## config.mk

```make
export PLATFORM = sky130hd
export DESIGN_NAME = mem_arbiter
export DESIGN_NICKNAME = d
export VERILOG_FILES = /design/src/rtl/cpu_types_pkg.sv /design/src/rtl/diaosi_types_pkg.sv /design/src/rtl/arb_burst_ctr.sv /design/src/rtl/mem_arbiter.sv
export SDC_FILE = /design/constraint.sdc
export NUM_CORES = 1
export LEC_CHECK = 0
export BUFFER_PORTS_ARGS = -buffer_cell sky130_fd_sc_hd__buf_2
export CAP_MARGIN = 15
export CELL_PAD_IN_SITES_DETAIL_PLACEMENT = 1
export CELL_PAD_IN_SITES_GLOBAL_PLACEMENT = 2
export CORE_UTILIZATION = 11
export DETAILED_ROUTE_END_ITERATION = 10
export PLACE_DENSITY_LB_ADDON = 0.08
export SYNTH_ARGS = -nofsm -noshare
export SYNTH_HDL_FRONTEND = slang
export SYNTH_SLANG_ARGS = --single-unit
```

## constraint.sdc

```tcl
create_clock -name CLK -period 1.76 [get_ports CLK]
set_clock_uncertainty 0.05 [all_clocks]
set_input_delay 0.088 -clock CLK [delete_from_list [all_inputs] [get_ports CLK]]
set_output_delay 0.088 -clock CLK [all_outputs]
set_load 0.02 [all_outputs]
```

## src/rtl/cpu_types_pkg.sv

```systemverilog
// Shared CPU-wide types: machine word and RAM handshake state.
package cpu_types_pkg;

  typedef logic [31:0] word_t;

  typedef enum logic [1:0] {
    FREE   = 2'd0,
    BUSY   = 2'd1,
    ACCESS = 2'd2,
    ERROR  = 2'd3
  } ramstate_t;

endpackage

```

## src/rtl/diaosi_types_pkg.sv

```systemverilog
// Arbiter-local types: grant state encoding and burst limit defaults.
package diaosi_types_pkg;

  typedef enum logic [1:0] {
    IDLE = 2'd0,
    IGNT = 2'd1,
    DGNT = 2'd2
  } arb_state_t;

  localparam int MAX_DBURST_DEFAULT = 4;
  // Wide enough for any burst limit in 1..7.
  localparam int BURST_W = 3;

endpackage

```

## src/rtl/arb_burst_ctr.sv

```systemverilog
// Saturating up-counter with synchronous clear; tracks consecutive data grants.
module arb_burst_ctr #(
  parameter int MAX = 4,
  parameter int W   = 3
) (
  input  logic         clk,
  input  logic         rst_n,
  input  logic         clr,
  input  logic         inc,
  output logic [W-1:0] count
);

  localparam logic [W-1:0] MAX_V = W'(MAX);

  // Clear wins over increment so a fetch completion always resets the burst.
  always_ff @(posedge clk or negedge rst_n) begin
    if (!rst_n) begin
      count <= '0;
    end else if (clr) begin
      count <= '0;
    end else if (inc && (count != MAX_V)) begin
      count <= count + W'(1);
    end
  end

endmodule

```

## src/rtl/mem_arbiter.sv

```systemverilog
// Shared RAM port arbiter: data has priority, fetch gets a turn after MAX_DBURST data grants.
// Optional statistics counters are enabled by defining MEM_ARB_STATS_EN.
module mem_arbiter
  import cpu_types_pkg::*;
  import diaosi_types_pkg::*;
#(
  parameter int MAX_DBURST = MAX_DBURST_DEFAULT
) (
  input  logic      CLK,
  input  logic      nRST,
  input  logic      iREN,
  input  word_t     iaddr,
  output logic      iwait,
  output word_t     iload,
  input  logic      dREN,
  input  logic      dWEN,
  input  word_t     daddr,
  input  word_t     dstore,
  output logic      dwait,
  output word_t     dload,
  output logic      ramREN,
  output logic      ramWEN,
  output word_t     ramaddr,
  output word_t     ramstore,
  input  word_t     ramload,
  input  ramstate_t ramstate
`ifdef MEM_ARB_STATS_EN
  ,
  output word_t     icount,
  output word_t     dcount,
  output word_t     stallcnt
`endif
);

  localparam logic [BURST_W-1:0] BURST_MAX = BURST_W'(MAX_DBURST);

  arb_state_t         state;
  arb_state_t         next_state;
  logic               d_req;
  logic               d_write;
  logic               i_done;
  logic               d_done;
  logic               burst_full;
  logic [BURST_W-1:0] burst_cnt;

  // A simultaneous read+write request is treated as a write.
  assign d_req      = dREN | dWEN;
  assign d_write    = dWEN;
  assign i_done     = (state == IGNT) && iREN  && (ramstate == ACCESS);
  assign d_done     = (state == DGNT) && d_req && (ramstate == ACCESS);
  assign burst_full = (burst_cnt == BURST_MAX);

  arb_burst_ctr #(
    .MAX (MAX_DBURST),
    .W   (BURST_W)
  ) u_burst (
    .clk   (CLK),
    .rst_n (nRST),
    .clr   (!iREN || i_done),
    .inc   (d_done && iREN),
    .count (burst_cnt)
  );

  always_ff @(posedge CLK or negedge nRST) begin
    if (!nRST) state <= IDLE;
    else       state <= next_state;
  end

  // Every granted access returns to IDLE, so each request is re-arbitrated.
  always_comb begin
    next_state = state;
    case (state)
      IDLE: begin
        if (d_req && !(burst_full && iREN)) next_state = DGNT;
        else if (iREN)                      next_state = IGNT;
      end
      IGNT: begin
        if (!iREN || (ramstate == ACCESS) || (ramstate == ERROR)) next_state = IDLE;
      end
      DGNT: begin
        if (!d_req || (ramstate == ACCESS) || (ramstate == ERROR)) next_state = IDLE;
      end
      default: next_state = IDLE;
    endcase
  end

  always_comb begin
    ramREN   = 1'b0;
    ramWEN   = 1'b0;
    ramaddr  = '0;
    ramstore = '0;
    iwait    = 1'b1;
    iload    = '0;
    dwait    = 1'b1;
    dload    = '0;
    case (state)
      IGNT: begin
        if (iREN) begin
          ramREN  = 1'b1;
          ramaddr = iaddr;
        end
        if (i_done) begin
          iwait = 1'b0;
          iload = ramload;
        end
      end
      DGNT: begin
        if (d_req) begin
          ramaddr = daddr;
          if (d_write) begin
            ramWEN   = 1'b1;
            ramstore = dstore;
          end else begin
            ramREN = 1'b1;
          end
        end
        if (d_done) begin
          dwait = 1'b0;
          dload = d_write ? '0 : ramload;
        end
      end
      default: ;
    endcase
  end

`ifdef MEM_ARB_STATS_EN
  always_ff @(posedge CLK or negedge nRST) begin
    if (!nRST) begin
      icount   <= '0;
      dcount   <= '0;
      stallcnt <= '0;
    end else begin
      if (i_done)         icount   <= icount + 32'd1;
      if (d_done)         dcount   <= dcount + 32'd1;
      if (iREN && iwait)  stallcnt <= stallcnt + 32'd1;
    end
  end
`endif

endmodule

```

* After elaboration in Yosys (flattened, before gate mapping) *
Cells that the tools add are included.

word-level totals
  input port bits = 135
  flip-flop bits (word level) = 5
  word-level logic and storage cells = 61

operators by class
  bitwise logic cells = 1
  add/sub/neg operators = 1
  reduce and logical (&&, ||, !) cells = 19
  equality and inequality tests = 9
  muxes and demuxes = 29

operators by type and width
  kind                                                 count
  two-way mux 32 bit                                   10
  one-hot mux 32 bit (2 select lines)                  1
  two-way mux 1 bit                                    10
  logical AND 1 bit                                    8
  two-way mux 2 bit                                    4
  equality test 2 bit, second input constant           3
  two-way mux 3 bit                                    2
  != test 3 bit, second input constant                 2
  one-hot mux 2 bit (3 select lines)                   1
  logical OR 1 bit                                     5
  != test 2 x 1 -> 1 bit, second input constant        2
  adder 3 x 1 -> 3 bit, second input constant          1
  equality test 3 bit, second input constant           1
  zero test 1 bit                                      3
  AND reduction 3 bit                                  1
  equality test 2 x 1 -> 1 bit, second input constant  1
  zero test 2 bit                                      1
  one-hot mux 1 bit (2 select lines)                   1
  nonzero test 2 bit                                   1
  OR 1 bit                                             1

* Logic depth before layout (Yosys ltp) *
Gate-level depths: netlist of the first run.

  word-level depth = 7
  depth in mapped cells = 7
  depth with buffers taken out = 5

* By module *
From an unflattened synthesis of the first run, not the netlist that was laid out.

unflattened totals
  cell total of the unflattened synthesis = 232
  area, all modules = 1592.8 um2

modules (own cells, without submodules)
  module         area each (um2)  cells an instance  times used
  mem_arbiter    1393.8           215                1
  arb_burst_ctr  198.9            17                 1

* Worst setup path before layout of the first run *
Ideal clock, no wire load.

  path type = register to output
  start = register state[0]
  end = output dload[10]
  data required time = 1.622 ns
  path slack = 0.133 ns
  data arrival time = 1.489 ns
  stages on the path, launching flop included = 8
  cell sequence = dfrtp_1 -> inv_1 -> ha_1 -> buf_4 -> nand3b_4 -> nor3b_4 -> buf_6 -> and2_1

between the ends
  longest elaborated chain between the ends = 5

ends and longest elaborated chain
  what                             RTL line                              text
  from (decl)                      mem_arbiter.sv:37                     arb_state_t state;
  from (signal assigned)           mem_arbiter.sv:66                     else state <= next_state;
  equality test 2 bit (*)          mem_arbiter.sv:50, mem_arbiter.sv:96
  logical AND 1 bit (2 in series)  mem_arbiter.sv:50                     assign d_done = (state == DGNT) && d_req && (ramstate == ACCESS);
  two-way mux 32 bit               mem_arbiter.sv:117                    if (d_done) begin
  two-way mux 32 bit (*)           mem_arbiter.sv:96                     case (state)
  to (decl)                        mem_arbiter.sv:20                     output word_t dload,

Mark *: on every way between the ends. The rest lies on a longest branch, timed or not.

* Worst setup path after layout of the first run *
  start = register state[1]
  end = output iload[14]

between the ends
  longest elaborated chain between the ends = 5

ends and longest elaborated chain
  what                              RTL line                              text
  equality test 2 x 1 -> 1 bit (*)  mem_arbiter.sv:49, mem_arbiter.sv:96
  logical AND 1 bit (2 in series)   mem_arbiter.sv:49                     assign i_done = (state == IGNT) && iREN && (ramstate == ACCESS);
  two-way mux 32 bit                mem_arbiter.sv:102                    if (i_done) begin
  two-way mux 32 bit (*)            mem_arbiter.sv:96
  to (decl)                         mem_arbiter.sv:14                     output word_t iload,

Marks and branches as above.

==> results of run 1 <==
## area by class of cell
| class | instances | area, um^2 | area share |
|---|---|---|---|
| Timing Repair Buffer | 300 | 2390 | 0.525 |
| Multi-Input combinational cell | 199 | 1710 | 0.376 |
| Tap cell | 184 | 230 | 0.0506 |
| Sequential cell | 5 | 125 | 0.0275 |
| Clock buffer | 4 | 78.8 | 0.0173 |
| Inverter | 5 | 18.8 | 0.00412 |
## final timing paths
kind	endpoint	cells after the start	slack [ps]
min in group asynchronous	u_burst.count[0]$_DFFE_PN0P_	2	180
max in group asynchronous	state[0]$_DFFE_PN0P_	2	1340
worst max-delay path	iload[14]	7	-160
worst min-delay path	u_burst.count[2]$_DFFE_PN0P_	3	130
worst min register to register	u_burst.count[0]$_DFFE_PN0P_	2	520
worst max register to register	u_burst.count[1]$_DFFE_PN0P_	7	140
## tightest hold or removal path: cells and delay by family
kind          cells  cell delay, ps
simple gates      2             120
buf+inv           1             150
## flip-flops by register name (all words and copies together), names as in the netlist
name and cells:
u_burst.count 3, state 2
## cell usage after synthesis, drive strengths merged
| cell | count |
|---|---|
| nor2 | 1 |
| clkbuf | 9 |
| a211oi | 1 |
| and3 | 32 |
| a31oi | 1 |
| a21boi | 1 |
| nand2 | 2 |
| nor3b | 1 |
| nand3 | 6 |
| ha | 5 |
| and3b | 3 |
| nand2b | 1 |
| o21a | 2 |
| buf | 16 |
| dfrtp | 5 |
| mux2 | 1 |
| nand3b | 4 |
| or2 | 1 |
| inv | 5 |
| nor2b | 32 |
| and2 | 66 |
| nor3 | 2 |
| mux2i | 3 |
| a22oi | 32 |
| o21ai | 1 |
| o221ai | 1 |
## report_power, final
| part | total [mW] | switching (mW) | internal, mW |
|---|---|---|---|
| clock network | 0.375 | 0.0752 | 0.300 |
| logic | 3.20 | 1.55 | 1.65 |
| registers | 0.157 | 0.0203 | 0.137 |
| total | 3.73 | 1.64 | 2.09 |
## kinds of logic (layout without fill, tap and decap cells)
| group | after synthesis | after routing | share of synthesized area |
|---|---|---|---|
| AOI/OAI and AO/OA | 39 | 39 | 0.179 |
| adders and majority gates | 5 | 5 | 0.0371 |
| buffers and inverters | 30 | 309 | 0.110 |
| DFF | 5 | 5 | 0.0743 |
| muxes | 4 | 4 | 0.0245 |
| and+or+nand+nor | 151 | 151 | 0.575 |
## metal layers
metal / vias to the layer above / global-route usage / share of wire / wire length, um
li1: 1367 / - / - / -
met1: 1314 / 0.128 / 0.35 / 3960
met2: 163 / 0.268 / 0.57 / 6490
met3: 5 / 0.0246 / 0.073 / 826
met4: 0 / 0.0149 / 0.0041 / 46
met5: - / 0 / 0 / 0
## through the flow
stage / setup TNS [ps] / hold slack (ps) / total power, mW / setup WS (ps)
3_5_place_dp: 0 / -137 / 2.32 / 11.5
4_1_cts: -7420 / 130 / 3.56 / -129
5_1_grt: -16340 / 151 / 3.96 / -232
3_3_place_gp: 0 / -138 / 2.34 / 55.1
2_1_floorplan: 0 / -258 / 1.52 / 133
6_report: -8020 / 133 / 3.73 / -158
## timing repair
item                                    in CTS  in global routing
endpoints found under the hold margin        5                  0
gates resized for setup                    198                 74
setup buffers                                6                  4
hold buffers                                 1                  0
gates cloned                                 9                  5
endpoints found under the setup margin     130                119
pin swaps                                   16                 32
==> flow_summary.ini, run 1 <==
[status]
violations = setup timing
status = complete, but fails checks

[logic_synthesis]
ys_seq_elements = 5
syn_nets = 374
yosysTopAreaCell = and2_1
yosysTopAreaCellShare = 0.245
synth.area.top_cells = and2_1, a22oi_1, and3_1
synthDistinctLibCells = 30
seq_area_frac_synth = 0.0743
syn-instance-count = 234
syn_area_um2 = 1680
yosysWarnings = 0
synth_area_per_cell_um2 = 7.20

[cts]
clock_latency_ps = 230
cts_made_buffers = 3
cts.sinks = 5
clk_pin_slew_worst_paths_ps = 30
root_buffer = clkbuf_16
clockBufferDepth = 2
cts_tree = yes
htreeDepth = 1

[die]
row_count = 44
ios = 267
die_h_um = 126
die_w_um = 126
dieArea_um2 = 15800
core-area_um2 = 14800
initial_utilization = 0.114

[worst_setup_path]
cp_slowest_stage_delay_ps = 400
path_buf_inv = 3
path_cells = inv_2 > ha_2 > and2_4 > and3b_4 > clkbuf_16 > and2_4 > buf_6
crit_start = state[1]$_DFFE_PN0P_
end_kind = primary output
start_kind = flop
critPathKind = reg2out
regToRegStartpoint = state[0]$_DFFE_PN0P_
path_delay_family = simple AND/OR/NAND/NOR gates
cp_max_fo = 8
critPathRequiredTime_ps = 1620
arrival_ps = 1780
crit_top_cell = and2_4
slowest_stage = dfrtp_1

[place]
dp.cells = 670
dpl_cell_area_um2 = 3220
routabilityCongestion = 0.711
detailed_place_hpwl_um = 7470
portBuffers = 266

[pwr]
power_per_cell_area_nw_per_um2 = 820
irDropWorstVdd_v = 0.000384
p_leak_nw = 2.36

[timing]
slew_violations = 0
relSlewSlack = 0.815
finalCriticalPeriod_ps = 1920
fmax_mhz = 521
finalSetupViolations = 98
fin_crit_sh = 1.09
setup_slack_ps = -158
worst_pin_slew_ps = 277
hold_violations = 0
rsz0062_at_grt = yes

[final_layout]
post-route-util = 0.308
final_cells = 697
nets = 654
final_cell_mix = buf_2, buf_6, and2_4
area_growth_pct = 170
antenna_cells = 0
design_area_um2 = 4550
fillCellCount = 1751
layout_commonest_cell = buf_2
drive_gt1_frac = 0.782

[route]
vias = 2849
routed_wl_um = 11300
postRouteAntennaNets = 0
drc_errors = 0
post_drt_wl_per_cell_um = 16.3
drt_iter0_drc = 61
first_pass_iters = 4
via_per_inst = 4.09

[global_routing]
first_global_vias = 2801
grt_pass1_wl_um = 15800
grt.total_usage = 0.126
grt_overflow = 0
antenna_found_initial = 1
grt_max_degree = 35

[hold_path]
hold_path_class = in2reg
min_from = iREN

[job]
maxCapViolCount = 0
Power figures use the tool's default switching activity.
==> run 2, diff against run 1 <==
--- a/config.mk
+++ b/config.mk
@@ -9,9 +9,9 @@
 export CAP_MARGIN = 15
 export CELL_PAD_IN_SITES_DETAIL_PLACEMENT = 1
 export CELL_PAD_IN_SITES_GLOBAL_PLACEMENT = 2
-export CORE_UTILIZATION = 11
+export CORE_UTILIZATION = 12
 export DETAILED_ROUTE_END_ITERATION = 10
-export PLACE_DENSITY_LB_ADDON = 0.08
+export PLACE_DENSITY = 0.88
 export SYNTH_ARGS = -nofsm -noshare
 export SYNTH_HDL_FRONTEND = slang
 export SYNTH_SLANG_ARGS = --single-unit
==> constraint.sdc (replaced) <==
create_clock -name CLK -period 2.3 [get_ports CLK]
set_clock_uncertainty 0.05 [all_clocks]
set_input_delay 0.115 -clock CLK [delete_from_list [all_inputs] [get_ports CLK]]
set_output_delay 0.115 -clock CLK [all_outputs]
set_load 0.02 [all_outputs]
==> flow_summary.ini, run 2 (synthesis results as in run 1) <==
[status]
status = completed

[final_layout]
seq_area_um2 = 125
nets = 627
largest_register_ffs = 3
area_growth_pct = 90.9
multi_input_area_um2 = 1370
top_register = u_burst.count
antenna_cells = 0
final_cell_mix = buf_2, and2_1, a22oi_1, nor2b_1, and3_1
drive_gt1_frac = 0.580
top_regs = u_burst.count (3), state (2)
fillCellCount = 1730
layout_commonest_cell = buf_2

[timing]
worst_hold_slack_ps = 144
finalSetupViolations = 0
fmax_mhz = 464
worst_pin_slew_ps = 346
fin_crit_sh = 0.937
hold_violations = 0
rsz0062_at_grt = no
tns_ps = 0
slew_violations = 0
finalCriticalPeriod_ps = 2150
relSlewSlack = 0.769

[hold_path]
hold_path_class = in2reg
hold_depth = 3
min_from = iREN
min_to = u_burst.count[2]$_DFFE_PN0P_

[die]
die_h_um = 120
dieArea_um2 = 14500
ios = 267
initial_utilization = 0.125
die_w_um = 120
row_count = 42
core-area_um2 = 13500

[cts]
cts_tree = yes
clk_pin_slew_worst_paths_ps = 30
cts.sinks = 5
clock_latency_ps = 230
clockBufferDepth = 2
root_buffer = clkbuf_16
cts_made_buffers = 3
post_cts_resize_count = 0
htreeDepth = 1

[worst_setup_path]
start_kind = flop
cp_slowest_stage_delay_ps = 400
r2r_slack_ps = 600
critPathRequiredTime_ps = 2130
r2r_end = state[0]$_DFFE_PN0P_
cp_max_fo = 29
arrival_ps = 1990
end_kind = primary output
crit_start = state[0]$_DFFE_PN0P_
critPathKind = reg2out
path_buf_inv = 3
path_delay_family = buffers and inverters
regToRegStartpoint = state[0]$_DFFE_PN0P_
path_cells = inv_1 > ha_1 > o21a_1 > buf_12 > a22oi_1 > nor2b_1 > buf_2
rr_worst_depth = 5
path_depth = 7
slowest_stage = dfrtp_1

[pwr]
power_per_cell_area_nw_per_um2 = 616
clockPowerShare = 0.149
p_sw_frac = 0.507
power.net_switching_mw = 1.00
p_int_mw = 0.976
p_leak_nw = 1.99
irDropWorstVdd_v = 0.000225
seq_power_share = 0.059
total_power_mw = 1.98
combPwrFrac = 0.792

[route]
vias = 2716
post_drt_wl_per_cell_um = 14.2
routed_wl_um = 9400
first_pass_iters = 4
postRouteAntennaNets = 0
drc_errors = 0
via_per_inst = 4.10
drt_iter0_drc = 53

[place]
portBuffers = 266
detailed_place_hpwl_um = 8160
routabilityCongestion = 0.767

[global_routing]
grt_max_degree = 35
grt_pass1_wl_um = 13800
grt.total_usage = 0.119
antenna_found_initial = 0
grt_overflow = 0
first_global_vias = 2633

[job]
maxCapViolCount = 0
run 2: cell type report:
type / instances / area share
clock buffers: 4 / 0.0245
inverters: 5 / 0.00584
multi-input cells: 199 / 0.427
flip-flops and latches: 5 / 0.0389
well taps: 176 / 0.0685
repair buffers: 273 / 0.435
run 2: worst max path at each step:
stage | slack (ps) | endpoint
6_report | 150 | ramaddr[31]
5_1_grt | 0.7 | ramaddr[14]
4_1_cts | 110 | ramaddr[31]
3_5_place_dp | 370 | ramaddr[31]
3_3_place_gp | 440 | ramaddr[31]
2_1_floorplan | 650 | dload[10]
run 2: worst min-delay path, cell delays in order:
cell	delay (ps)
buf_2	150
nand2_1	70
nor3_1	50
run 2: per-layer routing:
layer  GRT usage  routed length, um
met5           0                  0
met4      0.0201                 46
met3      0.0236                895
met2       0.236               4860
met1       0.131               3600
run 2: what timing repair did:
| item | 4_1_cts | 5_1_grt |
|---|---|---|
| setup buffers | 0 | 0 |
| hold endpoints to repair | 5 | 0 |
| hold buffers | 1 | 0 |
run 2: metrics by stage:
stage	cell area [um^2]	std cells	util	worst slack [ps]
6_report	3220	662	0.239	146
5_1_grt	3220	662	0.239	0.693
4_1_cts	3220	662	0.239	109
3_5_place_dp	3130	657	0.232	372
3_3_place_gp	3130	657	0.232	440
2_1_floorplan	1680	234	-	646
run 2: power by group through the flow:
| stage | logic, mW | registers (mW) | clock network (mW) |
|---|---|---|---|
| 4_1_cts | 1.60 | 0.116 | 0.297 |
| 3_3_place_gp | 1.54 | 0.115 | 0 |
| 3_5_place_dp | 1.59 | 0.117 | 0 |
| 5_1_grt | 1.70 | 0.118 | 0.312 |
| 6_report | 1.57 | 0.116 | 0.296 |
| 2_1_floorplan | 1.05 | 0.113 | 0 |
